`src/rtl/blk_bb2db6_pkg.sv`:
```
// Shared types and constants for the burst responder: FSM states, response
// encodings and the 4 KB page size used for the boundary-crossing check.
package blk_bb2db6_pkg;

    localparam int BOUNDARY_4K = 4096;

    typedef enum logic [1:0] {
        RESP_OKAY   = 2'b00,
        RESP_SLVERR = 2'b10
    } resp_e;

    typedef enum logic {
        IDLE  = 1'b0,
        BURST = 1'b1
    } state_e;

endpackage

```
`src/rtl/blk_bb2db6_if.sv`:
```
// Burst request, memory read port and beat stream of the burst responder,
// grouped so the requester/memory side and the responder side plug together.
interface blk_bb2db6_if
    import blk_bb2db6_pkg::*;
#(
    parameter int DATA_WIDTH = 32,
    parameter int ADDR_WIDTH = 32
);
    logic [ADDR_WIDTH-1:0] in_BURST_ADDR;
    logic [7:0]            in_BURST_LEN;
    logic                  in_BURST_VALID;
    logic                  out_BURST_READY;

    logic [ADDR_WIDTH-1:0] out_MEM_ADDR;
    logic                  out_MEM_RE;
    logic [DATA_WIDTH-1:0] in_MEM_RDATA;

    logic [DATA_WIDTH-1:0] out_DATA;
    logic                  out_DATA_LAST;
    resp_e                 out_DATA_RESP;
    logic                  out_DATA_VALID;
    logic                  in_DATA_READY;
    logic                  out_ERR;

    modport slave (
        input  in_BURST_ADDR, in_BURST_LEN, in_BURST_VALID, in_MEM_RDATA, in_DATA_READY,
        output out_BURST_READY, out_MEM_ADDR, out_MEM_RE,
        output out_DATA, out_DATA_LAST, out_DATA_RESP, out_DATA_VALID, out_ERR
    );

    modport master (
        output in_BURST_ADDR, in_BURST_LEN, in_BURST_VALID, in_MEM_RDATA, in_DATA_READY,
        input  out_BURST_READY, out_MEM_ADDR, out_MEM_RE,
        input  out_DATA, out_DATA_LAST, out_DATA_RESP, out_DATA_VALID, out_ERR
    );

endinterface

```
`src/rtl/weight_s_loader_wq_weight_s_sum_mmap_m_axi_resp_fifo.sv`:
```
// Two-entry output FIFO holding {last, resp, data} beats; the head entry is
// presented combinationally and only moves on a pop.
module weight_s_loader_wq_weight_s_sum_mmap_m_axi_resp_fifo #(
    parameter int WIDTH = 35
) (
    input  logic             clk,
    input  logic             reset,
    input  logic             clk_en,
    input  logic             push,
    input  logic [WIDTH-1:0] push_data,
    input  logic             pop,
    output logic [WIDTH-1:0] head,
    output logic [1:0]       count
);

    logic [WIDTH-1:0] mem [2];
    logic             wr_ptr;
    logic             rd_ptr;

    // The caller guarantees no push when full and no pop when empty.
    always_ff @(posedge clk) begin
        if (reset) begin
            mem[0] <= '0;
            mem[1] <= '0;
            wr_ptr <= 1'b0;
            rd_ptr <= 1'b0;
            count  <= 2'd0;
        end else if (clk_en) begin
            if (push) begin
                mem[wr_ptr] <= push_data;
                wr_ptr      <= ~wr_ptr;
            end
            if (pop) begin
                rd_ptr <= ~rd_ptr;
            end
            case ({push, pop})
                2'b10:   count <= count + 2'd1;
                2'b01:   count <= count - 2'd1;
                default: count <= count;
            endcase
        end
    end

    assign head = mem[rd_ptr];

endmodule

```
`src/rtl/blk_bb2db6.sv`:
```
// Burst read responder: accepts a burst, issues one memory read per beat and
// streams the returned beats through a small FIFO, flagging 4 KB crossings.
module blk_bb2db6
    import blk_bb2db6_pkg::*;
#(
    parameter int DATA_WIDTH = 32,
    parameter int ADDR_WIDTH = 32
) (
    input  logic         clk,
    input  logic         reset,
    input  logic         clk_en,
    blk_bb2db6_if.slave  bus
);

    localparam int DATA_BYTES = DATA_WIDTH / 8;
    localparam int ALIGN      = $clog2(DATA_BYTES);
    localparam int CW         = (13 - ALIGN > 9) ? (13 - ALIGN) : 9;
    localparam int ENTRY_W    = DATA_WIDTH + 3;
    localparam logic [CW-1:0]         LAST_SLOT  = CW'(BOUNDARY_4K / DATA_BYTES - 1);
    localparam logic [ADDR_WIDTH-1:0] ALIGN_MASK = ~ADDR_WIDTH'(DATA_BYTES - 1);

    state_e                state;
    state_e                state_next;
    logic [ADDR_WIDTH-1:0] addr_q;
    logic [7:0]            remain_q;
    logic                  burst_err_q;
    logic                  err_q;
    logic                  inflight_q;
    logic                  inflight_last_q;
    resp_e                 inflight_resp_q;

    logic [1:0]            fifo_count;
    logic [ENTRY_W-1:0]    fifo_head;
    logic                  fifo_valid;
    logic                  accept;
    logic                  issue;
    logic                  pop;
    logic                  crossing;
    logic [2:0]            occupancy;
    logic [CW-1:0]         end_slot;

    assign end_slot   = CW'(bus.in_BURST_ADDR[11:ALIGN]) + CW'(bus.in_BURST_LEN);
    assign crossing   = end_slot > LAST_SLOT;
    assign fifo_valid = fifo_count != 2'd0;
    assign accept     = (state == IDLE) && bus.in_BURST_VALID && clk_en;
    assign pop        = fifo_valid && bus.in_DATA_READY && clk_en;

    // Counting this cycle's pop lets a new read issue while a full FIFO drains,
    // which is what keeps the stream at one beat per cycle.
    assign occupancy  = {1'b0, fifo_count} + {2'b00, inflight_q} - {2'b00, pop};
    assign issue      = (state == BURST) && clk_en && (occupancy < 3'd2);

    always_ff @(posedge clk) begin
        if (reset) begin
            state <= IDLE;
        end else if (clk_en) begin
            state <= state_next;
        end
    end

    always_comb begin
        state_next = state;
        case (state)
            IDLE:    if (bus.in_BURST_VALID) state_next = BURST;
            BURST:   if (issue && remain_q == 8'd0) state_next = IDLE;
            default: state_next = IDLE;
        endcase
    end

    always_comb begin
        bus.out_BURST_READY = (state == IDLE);
        bus.out_MEM_RE      = issue;
        bus.out_MEM_ADDR    = addr_q;
    end

    // Address/beat bookkeeping plus the one-cycle tag pipeline that matches
    // returning read data with its LAST and RESP tags.
    always_ff @(posedge clk) begin
        if (reset) begin
            addr_q          <= '0;
            remain_q        <= 8'd0;
            burst_err_q     <= 1'b0;
            err_q           <= 1'b0;
            inflight_q      <= 1'b0;
            inflight_last_q <= 1'b0;
            inflight_resp_q <= RESP_OKAY;
        end else if (clk_en) begin
            if (accept) begin
                addr_q      <= bus.in_BURST_ADDR & ALIGN_MASK;
                remain_q    <= bus.in_BURST_LEN;
                burst_err_q <= crossing;
                if (crossing) err_q <= 1'b1;
            end else if (issue) begin
                addr_q   <= addr_q + ADDR_WIDTH'(DATA_BYTES);
                remain_q <= remain_q - 8'd1;
            end
            inflight_q      <= issue;
            inflight_last_q <= (remain_q == 8'd0);
            inflight_resp_q <= burst_err_q ? RESP_SLVERR : RESP_OKAY;
        end
    end

    weight_s_loader_wq_weight_s_sum_mmap_m_axi_resp_fifo #(
        .WIDTH (ENTRY_W)
    ) u_resp_fifo (
        .clk       (clk),
        .reset     (reset),
        .clk_en    (clk_en),
        .push      (inflight_q && clk_en),
        .push_data ({inflight_last_q, inflight_resp_q, bus.in_MEM_RDATA}),
        .pop       (pop),
        .head      (fifo_head),
        .count     (fifo_count)
    );

    always_comb begin
        bus.out_DATA       = fifo_head[DATA_WIDTH-1:0];
        bus.out_DATA_RESP  = resp_e'(fifo_head[DATA_WIDTH+1:DATA_WIDTH]);
        bus.out_DATA_LAST  = fifo_head[DATA_WIDTH+2];
        bus.out_DATA_VALID = fifo_valid;
        bus.out_ERR        = err_q;
    end

endmodule

```
`src/flat_wrapper.sv`:
```
// flat-port wrapper written by rule: the top's interface ports become plain ports
module blk_bb2db6_flat import blk_bb2db6_pkg::*;
#(
    parameter int DATA_WIDTH = 32,
    parameter int ADDR_WIDTH = 32
)
  (clk, reset, clk_en, bus_in_BURST_ADDR, bus_in_BURST_LEN, bus_in_BURST_VALID, bus_in_MEM_RDATA, bus_in_DATA_READY, bus_out_BURST_READY, bus_out_MEM_ADDR, bus_out_MEM_RE, bus_out_DATA, bus_out_DATA_LAST, bus_out_DATA_RESP, bus_out_DATA_VALID, bus_out_ERR);
  blk_bb2db6_if #(.DATA_WIDTH(DATA_WIDTH), .ADDR_WIDTH(ADDR_WIDTH)) bus_i ();
  input  logic clk;
  input  logic reset;
  input  logic clk_en;
  input wire logic [$bits(bus_i.in_BURST_ADDR)-1:0] bus_in_BURST_ADDR;
  input wire logic [$bits(bus_i.in_BURST_LEN)-1:0] bus_in_BURST_LEN;
  input wire logic [$bits(bus_i.in_BURST_VALID)-1:0] bus_in_BURST_VALID;
  input wire logic [$bits(bus_i.in_MEM_RDATA)-1:0] bus_in_MEM_RDATA;
  input wire logic [$bits(bus_i.in_DATA_READY)-1:0] bus_in_DATA_READY;
  output wire logic [$bits(bus_i.out_BURST_READY)-1:0] bus_out_BURST_READY;
  output wire logic [$bits(bus_i.out_MEM_ADDR)-1:0] bus_out_MEM_ADDR;
  output wire logic [$bits(bus_i.out_MEM_RE)-1:0] bus_out_MEM_RE;
  output wire logic [$bits(bus_i.out_DATA)-1:0] bus_out_DATA;
  output wire logic [$bits(bus_i.out_DATA_LAST)-1:0] bus_out_DATA_LAST;
  output wire logic [$bits(bus_i.out_DATA_RESP)-1:0] bus_out_DATA_RESP;
  output wire logic [$bits(bus_i.out_DATA_VALID)-1:0] bus_out_DATA_VALID;
  output wire logic [$bits(bus_i.out_ERR)-1:0] bus_out_ERR;
  assign bus_i.in_BURST_ADDR = bus_in_BURST_ADDR;
  assign bus_i.in_BURST_LEN = bus_in_BURST_LEN;
  assign bus_i.in_BURST_VALID = bus_in_BURST_VALID;
  assign bus_i.in_MEM_RDATA = bus_in_MEM_RDATA;
  assign bus_i.in_DATA_READY = bus_in_DATA_READY;
  assign bus_out_BURST_READY = bus_i.out_BURST_READY;
  assign bus_out_MEM_ADDR = bus_i.out_MEM_ADDR;
  assign bus_out_MEM_RE = bus_i.out_MEM_RE;
  assign bus_out_DATA = bus_i.out_DATA;
  assign bus_out_DATA_LAST = bus_i.out_DATA_LAST;
  assign bus_out_DATA_RESP = bus_i.out_DATA_RESP;
  assign bus_out_DATA_VALID = bus_i.out_DATA_VALID;
  assign bus_out_ERR = bus_i.out_ERR;
  blk_bb2db6 #(.DATA_WIDTH(DATA_WIDTH), .ADDR_WIDTH(ADDR_WIDTH)) u_core (.clk(clk), .reset(reset), .clk_en(clk_en), .bus(bus_i));
endmodule
```
`config.mk`:
```
export PLATFORM = sky130hd
export DESIGN_NAME = blk_bb2db6_flat
export DESIGN_NICKNAME = d
export VERILOG_FILES = /design/src/rtl/blk_bb2db6_pkg.sv /design/src/rtl/blk_bb2db6_if.sv /design/src/rtl/weight_s_loader_wq_weight_s_sum_mmap_m_axi_resp_fifo.sv /design/src/rtl/blk_bb2db6.sv /design/src/flat_wrapper.sv
export SDC_FILE = /design/constraint.sdc
export NUM_CORES = 1
export LEC_CHECK = 0
export CAP_MARGIN = 20
export CORE_MARGIN = 2
export CORE_UTILIZATION = 54
export CTS_CLUSTER_DIAMETER = 40
export DETAILED_ROUTE_END_ITERATION = 10
export DONT_BUFFER_PORTS = 1
export PLACE_DENSITY_LB_ADDON = 0.2
export SLEW_MARGIN = 20
export SYNTH_ARGS = -nofsm -noshare
export SYNTH_HDL_FRONTEND = slang
export SYNTH_SLANG_ARGS = --single-unit
```
`constraint.sdc`:
```
create_clock -name clk -period 6 [get_ports clk]
set_clock_uncertainty 0.15 [all_clocks]
set_input_delay 1.8 -clock clk [delete_from_list [all_inputs] [get_ports clk]]
set_output_delay 1.8 -clock clk [all_outputs]
set_load 0.005 [all_outputs]
```
# After elaboration in Yosys (flattened, before gate mapping)
# Memories as Yosys holds them, arrays and structs flattened. A register that Yosys moved wholly into a read port is not among the register bits.
# Index checks and enable logic that the tools add are counted.
dict set report totals {
  ff_bits 51
  ramBits 70
  in_bits 77
  output_inout_bits 71
  word_cells 65
  mem_count 1
}
# memory words word_bits rd rd_clocked_by_memory_dff wr line
set memory_table {}
lappend memory_table {u_core.u_resp_fifo.mem 2 35 1 1 2 weight_s_loader_wq_weight_s_sum_mmap_m_axi_resp_fifo.sv:16} ;# logic [WIDTH-1:0] mem [2];
dict set report classes {
  addsub 7
  order_cmp 2
  eq_ne 2
  muxes 20
  bitwise_logic 3
  reduce_logical 19
}
# operator n
set op_table {}
lappend op_table {{$mux W32} 2}
lappend op_table {{$mux W35} 1}
lappend op_table {{$reduce_or A35 Y1} 1}
lappend op_table {{$add A32 B3 Y32 const B} 1}
lappend op_table {{$mux W8} 2}
lappend op_table {{$mux W1} 12}
lappend op_table {{$add A10 B8 Y11} 1}
lappend op_table {{$gt A11 B10 Y1 const B} 1}
lappend op_table {{$reduce_and A2 Y1} 5}
lappend op_table {{$logic_and A1 B1 Y1} 8}
lappend op_table {{$logic_not A8 Y1} 1}
lappend op_table {{$sub A8 B1 Y8 const B} 1}
lappend op_table {{$reduce_bool A2 Y1} 3}
lappend op_table {{$pmux W2 S2} 1}
lappend op_table {{$add A2 B1 Y3} 1}
lappend op_table {{$lt A3 B2 Y1 const B} 1}
lappend op_table {{$not A1 Y1} 3}
lappend op_table {{$reduce_and A3 Y1} 1}
lappend op_table {{$sub A3 B1 Y3} 1}
lappend op_table {{$add A2 B1 Y2 const B} 1}
lappend op_table {{$eq A2 B1 Y1 const B} 1}
lappend op_table {{$eq A2 B2 Y1 const B} 1}
lappend op_table {{$mux W2} 1}
lappend op_table {{$pmux W1 S2} 1}
lappend op_table {{$sub A2 B1 Y2 const B} 1}

# Longest topological paths before layout
# Gate-level depths: netlist of the first run.
dict set report logic_depth {
  depth_word 9
  ltp_mapped 12
  mapped_depth_nobuf 11
}

# Hierarchy
# From an unflattened synthesis of the first run, not the netlist that was laid out.
dict set report unflattened {
  cells_unflattened 554
  area_unflattened_um2 6093.3
}
# mod n_inst cells_each area_each_um2
set by_module_without_submodules {}
lappend by_module_without_submodules {weight_s_loader_wq_weight_s_sum_mmap_m_axi_resp_fifo 1 223 3377.0}
lappend by_module_without_submodules {blk_bb2db6 1 331 2716.4}

# Worst setup path after synthesis of the first run
# No wires, ideal clock.
dict set report synth_path {
  path_type {input to output}
  start {input port clk_en}
  end {output port bus_out_MEM_RE}
  t_arrival_ps 3582
  slack_ps 468
  path_stages 9
  path_buffers 2
  path_cell_list {buf_2 and3_1 ha_1 nand2b_1 fa_1 and3_1 nand2_1 inv_2 buf_2}
}
dict set report synth_between {
  elab_chain_cells 4
  elab_cells_between_ends 5
  classes_between {add/sub: 1; order compare: 1; reduce/logical: 3}
}
# element line
set synth_rtl {}
lappend synth_rtl {{start, declared} flat_wrapper.sv:11} ;# input logic clk_en;
lappend synth_rtl {{$logic_and A1 B1 Y1} blk_bb2db6.sv:46} ;# assign pop = fifo_valid && bus.in_DATA_READY && clk_en;
lappend synth_rtl {{$sub A3 B1 Y3} blk_bb2db6.sv:50} ;# assign occupancy = {1'b0, fifo_count} + {2'b00, inflight_q} - {2'b00, pop};
lappend synth_rtl {{$lt A3 B2 Y1} blk_bb2db6.sv:51} ;# assign issue = (state == BURST) && clk_en && (occupancy < 3'd2);
lappend synth_rtl {{$logic_and A1 B1 Y1 (*)} blk_bb2db6.sv:51}
lappend synth_rtl {{end, declared} flat_wrapper.sv:19} ;# output wire logic [$bits(bus_i.out_MEM_RE)-1:0] bus_out_MEM_RE;
# Every way passes the cells marked *; elsewhere a longest branch is shown, timed or not.

# Worst setup path after layout of the first run
dict set report layout_path {
  start {input port bus_in_DATA_READY}
  end {output port bus_out_MEM_RE}
}
dict set report layout_between {
  elab_chain_cells 5
}
# element line
set layout_rtl {}
lappend layout_rtl {{start, declared} flat_wrapper.sv:16} ;# input wire logic [$bits(bus_i.in_DATA_READY)-1:0] bus_in_DATA_READY;
lappend layout_rtl {{$logic_and A1 B1 Y1 (2 in series)} blk_bb2db6.sv:46}
lappend layout_rtl {{$sub A3 B1 Y3} blk_bb2db6.sv:50}
lappend layout_rtl {{$lt A3 B2 Y1} blk_bb2db6.sv:51}
lappend layout_rtl {{$logic_and A1 B1 Y1} blk_bb2db6.sv:51}
# No other way between the ends.

==> results of run 1 <==
[area by class of cell]
cell class | instances | share of cell area [%]
Clock buffer | 19 | 6.54
Clock inverter | 12 | 2.13
Inverter | 6 | 0.349
Multi-Input combinational cell | 375 | 40.3
Sequential cell | 117 | 46.9
Tap cell | 136 | 2.64
Timing Repair Buffer | 7 | 1.13
[report_power, final]
part           switching [W]  internal (W)  leakage, nW
registers          0.0000316      0.000886         1.10
logic              0.0000620     0.0000448        0.922
clock network       0.000340      0.000622        0.274
total               0.000434       0.00155         2.30
[stage by stage]
stage,utilization [%],instance area (um^2),instances
3_5_place_dp,57.1,5890,641
6_report,62.5,6450,672
2_1_floorplan,-,5760,529
3_3_place_gp,56.8,5860,640
5_1_grt,62.5,6450,672
4_1_cts,62.5,6450,672
[cell usage in the layout (no fill, tap or decap), drive strengths merged, types with 18 or more instances in the layout]
cell type  count
and2          69
nand3         18
dfxtp         49
edfxtp        68
clkbuf        19
mux2          36
nand2         26
a21oi         29
nor2          31
o21ai         26
[metal layers]
layer | vias up | part of all wire (%)
li1 | 1925 | -
met1 | 1917 | 38
met2 | 159 | 50
met3 | 9 | 10
met4 | 0 | 0.84
met5 | - | 0
[cells in the mapped netlist, types with 4 or more instances]
master    instances
a211oi_1          7
a21oi_1          29
a221oi_1          4
and2_1           69
and3_1            8
and4_1            6
clkbuf_1         23
dfxtp_1          49
edfxtp_1         68
ha_1             12
inv_1             5
mux2_2           34
nand2_1          26
nand3_1          18
nand4_1           8
nor2_1           31
nor3_1            9
nor4_1            8
nor4_2            4
o211ai_1          5
o21ai_0          26
or3_1             4
xnor2_1          13
xor2_1           13
[state kept, by name, indices dropped and copies added (netlist names), named ones only]
| signal | cells |
|---|---|
| u_core.burst_err_q | 1 |
| u_core.bus.out_ERR | 1 |
| u_core.bus.out_MEM_ADDR | 30 |
| u_core.inflight_last_q | 1 |
| u_core.inflight_q | 1 |
| u_core.inflight_resp_q | 1 |
| u_core.remain_q | 8 |
| u_core.state | 1 |
| u_core.u_resp_fifo.count | 2 |
| u_core.u_resp_fifo.mem | 68 |
| u_core.u_resp_fifo.rd_ptr | 1 |
| u_core.u_resp_fifo.wr_ptr | 1 |
[worst min-delay path by stage]
stage                                   startpoint                                  end  cells past startpoint
6_report       u_core.inflight_last_q$_SDFFE_PP0P_  u_core.inflight_last_q$_SDFFE_PP0P_                      2
2_1_floorplan  u_core.inflight_last_q$_SDFFE_PP0P_  u_core.inflight_last_q$_SDFFE_PP0P_                      2
3_5_place_dp   u_core.inflight_last_q$_SDFFE_PP0P_  u_core.inflight_last_q$_SDFFE_PP0P_                      2
4_1_cts        u_core.inflight_last_q$_SDFFE_PP0P_  u_core.inflight_last_q$_SDFFE_PP0P_                      2
3_3_place_gp   u_core.inflight_last_q$_SDFFE_PP0P_  u_core.inflight_last_q$_SDFFE_PP0P_                      2
5_1_grt        u_core.inflight_last_q$_SDFFE_PP0P_  u_core.inflight_last_q$_SDFFE_PP0P_                      2
[kinds of logic after synthesis]
logic type               Yosys count
flip-flops                       117
XOR/XNOR                          26
buffers and inverters             37
other                              1
AO/OA/AOI/OAI                     86
adder cells (fa/ha/maj)           14
AND/OR/NAND/NOR                  208
multiplexers                      38
[worst min-delay path: stages, from the launching register on]
cell      delay (ns)
dfxtp_1         0.31
nand2b_1        0.07
a21oi_1         0.06
==> out/summary.txt, run 1 <==
global-route usage over all layers: 23.2%
cell mode on critical path: and3_1
Final Setup Violations: 0
Startpoint Class: input pin
Syn Inst Count: 527
port bufs: 0
max-cap viol count: 0
DR vias: 4,010
initial core utilization: 55.7%
share of the synthesized area in the top cell type: 35.5%
Cell Area, Synth: 0.00575 mm^2
fmax: 0.191 GHz
Post-synth EDFFs: 68
layout net count: 615
Post-DP HPWL: 8650 um
die area: 0.0115 mm^2
num ports: 148
met3 usage: 9.79%
Vias/cell: 5.97
instance count on the critical path: 7
Setup Buffers After CTS: 0
Final Hold Fails: 0
Post-DRT Antenna Nets: 0
post-synthesis xor/xnor area fraction: 3.96%
Main synth FF type: edfxtp_1
largest family of logic cells by synthesized area: simple AND/OR/NAND/NOR gates
area of the multi-input gates: 0.00260 mm^2
Lkg Pwr: 2.30 nW
Worst slew margin: 41.5%
Worst-path clk slew: 0.05 ns
Place WS: 0.766 ns
Worst VDD drop: 0.180 mV
period utilisation layout: 87.5%
Clock Tree Buf Depth: 2
number of remaining DRC errors: 0
fraction of layout cells with a size suffix above 1: 14.9%
Top delay family on crit path: adder cells
Crit. End Element: primary output
Clk Latency, worst-skew pair: 0.50 ns
largest net degree at the start of global routing: 37
core area: 0.0103 mm^2
Reg area: 0.00302 mm^2
CP arrival: 3.30 ns
WL/cell: 19.1 um
CP Launch Point: bus_in_DATA_READY
CTS tree: done
Synth Area in Simple Gates: 20.9%
setup TNS: 0 ns
CTS Sinks: 117
critical path class: input pin to primary output
crit path to: bus_out_MEM_RE
Num CTS Buffers: 17
adder and majority cell fraction of the synthesized area: 3.31%
Slowest cell on crit path: fa_1
setup slack after layout: 0.752 ns
async set or reset register ratio after synthesis: 0%
total global routing overflow: 0
die width: 107 um
outcome: completed
Fillers: 884
Initial DRC Count: 203
leading post-synthesis cells by cell area: edfxtp_1 (36%), dfxtp_1 (17%), and2_1 (7.5%)
Compound-Gate Fraction of Synth Area: 9.16%
mux cell area share after synthesis: 7.40%
initial antenna violation count: 0
PwrDens: 308 mW/mm^2
GPL Wtd Cong: 0.828
RSZ-0062 raised after global routing: no
M2 GR Usage: 39.3%
fin. max-slew vios: 0
final WL: 12,800 um
reg2reg path depth: 10
vias in the first global route: 3,996
reg2reg setup slack: 2.43 ns
Hold WC Path Type: flop to flop
Post-CTS Resized: 0
share of the yosys chip area belonging to registers: 52.6%
Crit path buffers/inverters: 1
FP Rows: 37
post-synthesis register bit count: 117
crit-path cells: and3_1 -> ha_1 -> nand2b_1 -> fa_1 -> and3_1 -> nand2_1 -> inv_2
CP max FO: 3
reg2reg start: u_core.u_resp_fifo.count[1]$_SDFFE_PP0P_
Worst Tran Pin Value: 0.875 ns
H-tree levels: 4
Synth area leader: edfxtp_1
post-synthesis cell type count: 53
# diodes: 0
drt first pass iters: 5
Power Total: 0.00199 W
yosys warns: 0
Hold WS: 0.330 ns
Final min period: 5.25 ns
RR Endpoint: u_core.bus.out_MEM_ADDR[29]$_SDFFE_PP0P_
Critical Path RT: 4.05 ns
Syn Area/Cell: 10.9 um^2
Die Y-Extent: 107 um
post-cts hold buffer count: 0
global-route wire length before repair: 20,200 um
GR met1 Demand/Resource: 26.0%
CP max stage delay: 0.50 ns
Root Driver: clkbuf_8
busiest grt layer: met2
Area Growth Syn to Fin: 12.2%
(Power assumes the default switching activity.)
==> inputs of run 2 (changes only) <==
--- a/config.mk
+++ b/config.mk
@@ -15,4 +15,6 @@
 export SLEW_MARGIN = 20
 export SYNTH_ARGS = -nofsm -noshare
 export SYNTH_HDL_FRONTEND = slang
+export SYNTH_HIERARCHICAL = 1
 export SYNTH_SLANG_ARGS = --single-unit
+export TNS_END_PERCENT = 50
==> run 2 against run 1 <==
  * Register-to-register slack got worse by 0.36 ns
  * Total power grew 6.8%
  * Via count increased by 9.8%
  * Combinational power increased by 4%
  * Critical path type unchanged
  * Critical endpoint unchanged
==> out/summary.txt, run 2 <==
outcome: completed (unchanged)
Final Setup Violations: 0 (unchanged)
share of the synthesized area in the top cell type: 34.5% (was 35.5%)
number of remaining DRC errors: 0 (unchanged)
fraction of layout cells with a size suffix above 1: 15.3% (was 14.9%)
die area: 0.0121 mm^2 (was 0.0115 mm^2)
post-cts hold buffer count: 0 (unchanged)
async set or reset register ratio after synthesis: 0% (unchanged)
GPL Wtd Cong: 0.818 (was 0.828)
Main synth FF type: edfxtp_1 (unchanged)
largest net degree at the start of global routing: 71 (was 37)
Die Y-Extent: 110 um (was 107 um)
DR vias: 4,403 (was 4,010)
final WL: 13,800 um (was 12,800 um)
Syn Area/Cell: 11.0 um^2 (was 10.9 um^2)
fin. max-slew vios: 0 (unchanged)
most frequent cells after synthesis: and3_1 (74), edfxtp_1 (70), dfxtp_1 (49) (was and2_1 (69), edfxtp_1 (68), dfxtp_1 (49))
Vias/cell: 6.38 (was 5.97)
cell with the most instances after synthesis: and3_1 (was and2_1)
initial core utilization: 55.7% (about the same)
initial antenna violation count: 1 (was 0)
commonest non-fill, non-tap cell in the layout: and3_1 (was and2_1)
post-synthesis cell type count: 58 (was 53)
number of flip-flops under the largest register name: 70 (was 68)
Syn Inst Count: 554 (was 527)
global-route wire length before repair: 21,700 um (was 20,200 um)
vias in the first global route: 4,375 (was 3,996)
Placed Instances: 657 (was 641)
max-cap viol count: 0 (unchanged)
CP max FO: 4 (was 3)
Area Growth Syn to Fin: 9.59% (was 12.2%)
Fillers: 915 (was 884)
post-synthesis register bit count: 119 (was 117)
Lkg Pwr: 2.58 nW (was 2.30 nW)
CTS tree: done (unchanged)
leading post-synthesis cells by cell area: edfxtp_1 (34%), dfxtp_1 (16%), and3_1 (7.6%) (was edfxtp_1 (36%), dfxtp_1 (17%), and2_1 (7.5%))
DR top layer: met5 (was met4)
Worst slew margin: 37.2% (was 41.5%)
WL/cell: 20.1 um (was 19.1 um)
Initial DRC Count: 300 (was 203)
Root Driver: clkbuf_16 (was clkbuf_8)
Clock Tree Buf Depth: 2 (unchanged)
global-route usage over all layers: 23.2% (about the same)
total global routing overflow: 0 (unchanged)
# diodes: 0 (unchanged)
Final min period: 5.30 ns (was 5.25 ns)
drt first pass iters: 5 (unchanged)
met2 wire length: 6780 um (was 6480 um)
Hold WC Path Type: flop to flop (unchanged)
Slowest cell on crit path: fa_1 (unchanged)
Startpoint Class: input pin (unchanged)
Clk Latency, worst-skew pair: 0.40 ns (was 0.50 ns)
Post-DRT Antenna Nets: 0 (unchanged)
Non-Filler Instances: 690 (was 672)
Worst-path clk slew: 0.05 ns (about the same)
Cell Area, Synth: 0.00609 mm^2 (was 0.00575 mm^2)
core area: 0.0109 mm^2 (was 0.0103 mm^2)
Num CTS Buffers: 17 (unchanged)
Post-synth EDFFs: 70 (was 68)
RSZ-0062 raised after global routing: no (unchanged)
share of the yosys chip area belonging to registers: 50.6% (was 52.6%)
Reg area: 0.00308 mm^2 (was 0.00302 mm^2)
Final Hold Fails: 0 (unchanged)
Post-CTS Resized: 0 (unchanged)
FP Rows: 38 (was 37)
Synth area leader: edfxtp_1 (unchanged)
fmax: 0.189 GHz (was 0.191 GHz)
area of the multi-input gates: 0.00267 mm^2 (was 0.00260 mm^2)
yosys warns: 6 (was 0)
crit-path cells: and3_1 -> ha_1 -> nor2b_1 -> fa_1 -> and3b_1 -> nand2_1 -> inv_1 (was and3_1 -> ha_1 -> nand2b_1 -> fa_1 -> and3_1 -> nand2_1 -> inv_2)
met3 WL: 1420 um (was 1340 um)
CP max stage delay: 0.44 ns (was 0.50 ns)
Critical Path RT: 4.05 ns (about the same)
Worst Tran Pin Value: 0.942 ns (was 0.875 ns)
period utilisation layout: 88.4% (was 87.5%)
Worst VDD drop: 0.188 mV (was 0.180 mV)
port bufs: 0 (unchanged)
Post-DP HPWL: 8820 um (was 8650 um)
Crit. End Element: primary output (unchanged)
CP arrival: 3.35 ns (was 3.30 ns)
CTS Sinks: 119 (was 117)
PwrDens: 318 mW/mm^2 (was 308 mW/mm^2)
commonest cells after routing, fill and taps aside: and3_1 (74), edfxtp_1 (70), dfxtp_1 (48) (was and2_1 (69), edfxtp_1 (68), dfxtp_1 (49))
met1 WL: 5440 um (was 4900 um)
die width: 110 um (was 107 um)
setup TNS: 0 ns (unchanged)
num ports: 148 (unchanged)
layout net count: 628 (was 615)
Setup Buffers After CTS: 0 (unchanged)
H-tree levels: 4 (unchanged)
critical path class: input pin to primary output (unchanged)
Largest Register: u_core/u_resp_fifo/mem (was u_core.u_resp_fifo.mem)
==> run 2: changes by cell type after synthesis, moves of 10 or more <==
cell | previous run | this run
nor2_1 | 31 | 41
o21ai_0 | 26 | 7
or4_1 | 0 | 20
a311oi_1 | 0 | 20
and3_1 | 8 | 74
xnor2_1 | 13 | 2
o31ai_1 | 0 | 14
a21oi_1 | 29 | 11
and2_1 | 69 | 4
buf_6 | 0 | 14
==> run 2: area by class of cell <==
class | instances | area share [%]
sequential | 119 | 46.2
multi-input combinational | 378 | 39.9
clock buffer | 17 | 6.37
clock inverter | 15 | 3.13
tap | 140 | 2.62
timing repair buffer | 8 | 1.01
inverter | 13 | 0.731
==> run 2: cell families (layout without fill, tap and decap cells) <==
family,Yosys count,in the layout,share of synthesized area [%]
compound gates,87,87,10.6
buf+inv,60,53,5.91
mux,37,37,6.82
fa+ha+maj,14,14,3.12
other cells,1,4,0.0615
simple gates,226,226,21.5
flops,119,119,50.6
xor+xnor,10,10,1.44
==> run 2: final timing paths <==
kind	start	endpoint	slack, ns	depth (start not counted)
worst max register to register	u_core/u_resp_fifo/count[1]$_SDFFE_PP0P_	u_core/bus.out_MEM_ADDR[29]$_SDFFE_PP0P_	2.07	11
worst min register to register	u_core/inflight_last_q$_SDFFE_PP0P_	u_core/inflight_last_q$_SDFFE_PP0P_	0.33	2
worst min-delay path	u_core/inflight_last_q$_SDFFE_PP0P_	u_core/inflight_last_q$_SDFFE_PP0P_	0.33	2
worst max-delay path	bus_in_DATA_READY	bus_out_MEM_RE	0.70	7
==> run 2: report_power, final <==
part | internal (W) | switching, W
Clock | 0.000730 | 0.000347
Sequential | 0.000901 | 0.0000331
Combinational | 0.0000446 | 0.0000664
==> run 2: critical path: cells and delay by family <==
family                     cells  cell delay [ns]
buffers and inverters          1             0.14
adders and majority gates      2             0.72
and+or+nand+nor                4             0.70
==> run 2: layer usage <==
metal / up-vias / GRT usage (%)
met3: 15 / 8.41
met1: 2152 / 27.1
met5: - / 0
met4: 2 / 8.66
met2: 159 / 39.1
li1: 2075 / -
==> run 2: per-stage QoR <==
step                total power (W)  util, %  setup slack (ns)  hold slack, ns  instance area, um^2
floorplan                   0.00103        -            0.0840           0.295                 6100
global placement            0.00105     55.1             0.749           0.307                 6030
detailed placement          0.00106     55.1             0.713           0.309                 6030
CTS                         0.00214     60.9             0.699           0.320                 6660
global route                0.00220     61.1             0.534           0.352                 6680
finish                      0.00212     61.1             0.696           0.326                 6680
==> inputs of run 3 (changes only) <==
--- a/config.mk
+++ b/config.mk
@@ -12,6 +12,7 @@
 export DETAILED_ROUTE_END_ITERATION = 10
 export DONT_BUFFER_PORTS = 1
 export PLACE_DENSITY_LB_ADDON = 0.2
+export RECOVER_POWER = 50
 export SLEW_MARGIN = 20
 export SYNTH_ARGS = -nofsm -noshare
 export SYNTH_HDL_FRONTEND = slang
==> constraint.sdc (replaced) <==
create_clock -name clk -period 6 [get_ports clk]
set_clock_uncertainty 0.15 [all_clocks]
set_input_delay 1.5 -clock clk [delete_from_list [all_inputs] [get_ports clk]]
set_output_delay 1.5 -clock clk [all_outputs]
set_load 0.005 [all_outputs]
==> run 3 against run 2 <==
  * The flow now finishes with violations (max-capacitance violations, max-slew violations)
  * Die area did not move
  * Core utilization fell by 1.4 points
  * Combinational power about the same
  * Final cell count shrank 0.43%
  * Final area is 2.3% lower
  * Worst hold slack improved by 0.0016 ns
  * First-iteration DRC count shrank 4.0%
  * Largest cell class unchanged
  * Total power is 8.7% lower
  * Via count down 1.6%
==> out/summary.txt, run 3 (synthesis results as in run 2) <==
Power Total: 0.00194 W (was 0.00212 W)
Startpoint Class: input pin (unchanged)
Hold WC Path Type: flop to flop (unchanged)
setup slack after layout: 0.963 ns (was 0.696 ns)
total global routing overflow: 0 (unchanged)
Crit. End Element: primary output (unchanged)
drt first pass iters: 4 (was 5)
Final Setup Violations: 0 (unchanged)
port bufs: 0 (unchanged)
die width: 110 um (unchanged)
max-cap viol count: 2 (was 0)
Root Driver: clkbuf_16 (unchanged)
Clk Latency, worst-skew pair: 0.41 ns (was 0.40 ns)
Worst slew margin: -124% (was 37.2%)
commonest non-fill, non-tap cell in the layout: and3_1 (unchanged)
Initial DRC Count: 288 (was 300)
core area: 0.0109 mm^2 (unchanged)
commonest cells after routing, fill and taps aside: and3_1 (74), edfxtp_1 (70), dfxtp_1 (48) (unchanged)
Post-DP HPWL: 8670 um (was 8820 um)
final WL: 13,800 um (about the same)
Sw Ratio: 22.5% (was 21.0%)
DR top layer: met5 (unchanged)
Place WS: 0.980 ns (was 0.713 ns)
Int Pwr: 0.00150 W (was 0.00168 W)
layout net count: 626 (was 628)
global-route usage over all layers: 23.4% (was 23.2%)
CP max FO: 11 (was 4)
initial core utilization: 55.7% (unchanged)
Clock Tree Buf Depth: 2 (unchanged)
RSZ-0062 raised after global routing: no (unchanged)
WL/cell: 20.1 um (about the same)
FP Rows: 38 (unchanged)
Reg area: 0.00308 mm^2 (unchanged)
number of remaining DRC errors: 0 (unchanged)
Worst Tran Pin Value: 3.35 ns (was 0.942 ns)
largest net degree at the start of global routing: 71 (unchanged)
post-cts hold buffer count: 0 (unchanged)
Post-DRT Antenna Nets: 0 (unchanged)
Critical Path RT: 4.35 ns (was 4.05 ns)
num ports: 148 (unchanged)
Final Hold Fails: 0 (unchanged)
fmax: 0.199 GHz (was 0.189 GHz)
Slowest cell on crit path: and3b_1 (was fa_1)
Flop pwr share: 48.3% (was 44.0%)
CP max stage delay: 0.49 ns (was 0.44 ns)
Final min period: 5.04 ns (was 5.30 ns)
number of flip-flops under the largest register name: 70 (unchanged)
met3 WL: 1240 um (was 1420 um)
CTS Sinks: 119 (unchanged)
Lkg Pwr: 2.50 nW (was 2.58 nW)
Post-CTS Resized: 0 (unchanged)
Setup Buffers After CTS: 0 (unchanged)
failing checks: max-capacitance violations, max-slew violations
setup TNS: 0 ns (unchanged)
Fillers: 932 (was 915)
CTS tree: done (unchanged)
initial antenna violation count: 1 (unchanged)
outcome: finished, violations left (was completed)
fraction of layout cells with a size suffix above 1: 13.9% (was 15.3%)
Area Growth Syn to Fin: 7.06% (was 9.59%)
global-route wire length before repair: 21,800 um (was 21,700 um)
met1 WL: 5800 um (was 5440 um)
period utilisation layout: 84.0% (was 88.4%)
Worst-path clk slew: 0.05 ns (about the same)
die area: 0.0121 mm^2 (unchanged)
Die Y-Extent: 110 um (unchanged)
Largest Register: u_core/u_resp_fifo/mem (unchanged)
critical path class: input pin to primary output (unchanged)
Num CTS Buffers: 17 (unchanged)
Sw Pwr: 0.000435 W (was 0.000446 W)
GPL Wtd Cong: 0.791 (was 0.818)
Worst VDD drop: 0.155 mV (was 0.188 mV)
Logic pwr share: 5.6% (was 5.2%)
# diodes: 0 (unchanged)
PwrDens: 297 mW/mm^2 (was 318 mW/mm^2)
Vias/cell: 6.30 (was 6.38)
DR vias: 4,331 (was 4,403)
fin. max-slew vios: 107 (was 0)
vias in the first global route: 4,295 (was 4,375)
crit-path cells: and3_1 -> ha_1 -> nor2b_1 -> fa_1 -> and3b_1 -> nand2_1 -> inv_1 (unchanged)
area of the multi-input gates: 0.00265 mm^2 (was 0.00267 mm^2)
met2 wire length: 6600 um (was 6780 um)
clock network fraction of total power: 46.1% (was 50.7%)
H-tree levels: 4 (unchanged)
CP arrival: 3.39 ns (was 3.35 ns)
run 3: cell count changes in the layout (fill, tap and decap cells not counted), sizes merged:
cell	change
clkbuf	+3
buf	-2
bufinv	-4
clkinv	-1
clkinvlp	+1
run 3: worst paths after layout:
| path | depth (start not counted) | slack, ns | endpoint | startpoint |
|---|---|---|---|---|
| setup / recovery | 7 | 0.96 | bus_out_MEM_RE | bus_in_DATA_READY |
| hold / removal | 2 | 0.33 | u_core/inflight_last_q$_SDFFE_PP0P_ | u_core/inflight_last_q$_SDFFE_PP0P_ |
| setup reg to reg | 10 | 1.82 | u_core/bus.out_MEM_ADDR[27]$_SDFFE_PP0P_ | u_core/u_resp_fifo/count[1]$_SDFFE_PP0P_ |
| hold reg to reg | 2 | 0.33 | u_core/inflight_last_q$_SDFFE_PP0P_ | u_core/inflight_last_q$_SDFFE_PP0P_ |
run 3: layout make-up:
class,count,area share [%]
Multi-Input combinational cell,378,40.6
Tap cell,140,2.69
Timing Repair Buffer,6,0.690
Sequential cell,119,47.3
Clock inverter,11,1.30
Inverter,13,0.748
Clock buffer,20,6.69
run 3: layer usage:
layer	GRT usage [%]	up-vias
li1	-	2084
met1	27.1	2106
met2	38.4	122
met3	10.6	17
met4	8.39	2
met5	0	-
run 3: power by group through the flow:
stage          sequential (W)  clock (W)  combinational [W]
2_1_floorplan        0.000940          0          0.0000945
3_3_place_gp         0.000948          0           0.000104
3_5_place_dp         0.000951          0           0.000108
4_1_cts              0.000935   0.000910           0.000109
5_1_grt              0.000941   0.000950           0.000122
6_report             0.000935   0.000894           0.000109
run 3: worst max-delay path: cells and delay by family:
kind / cells / cell delay (ns)
buffers and inverters: 1 / 0.14
adders and majority gates: 2 / 0.73
and+or+nand+nor: 4 / 1.01
run 3: per-stage QoR:
step,cell area [um^2],hold slack (ns),cells,utilization [%]
floorplan,6100,0.295,557,-
global placement,6020,0.307,656,55.0
detailed placement,6020,0.317,656,55.0
CTS,6540,0.326,687,59.8
global route,6520,0.349,687,59.7
finish,6520,0.328,687,59.7
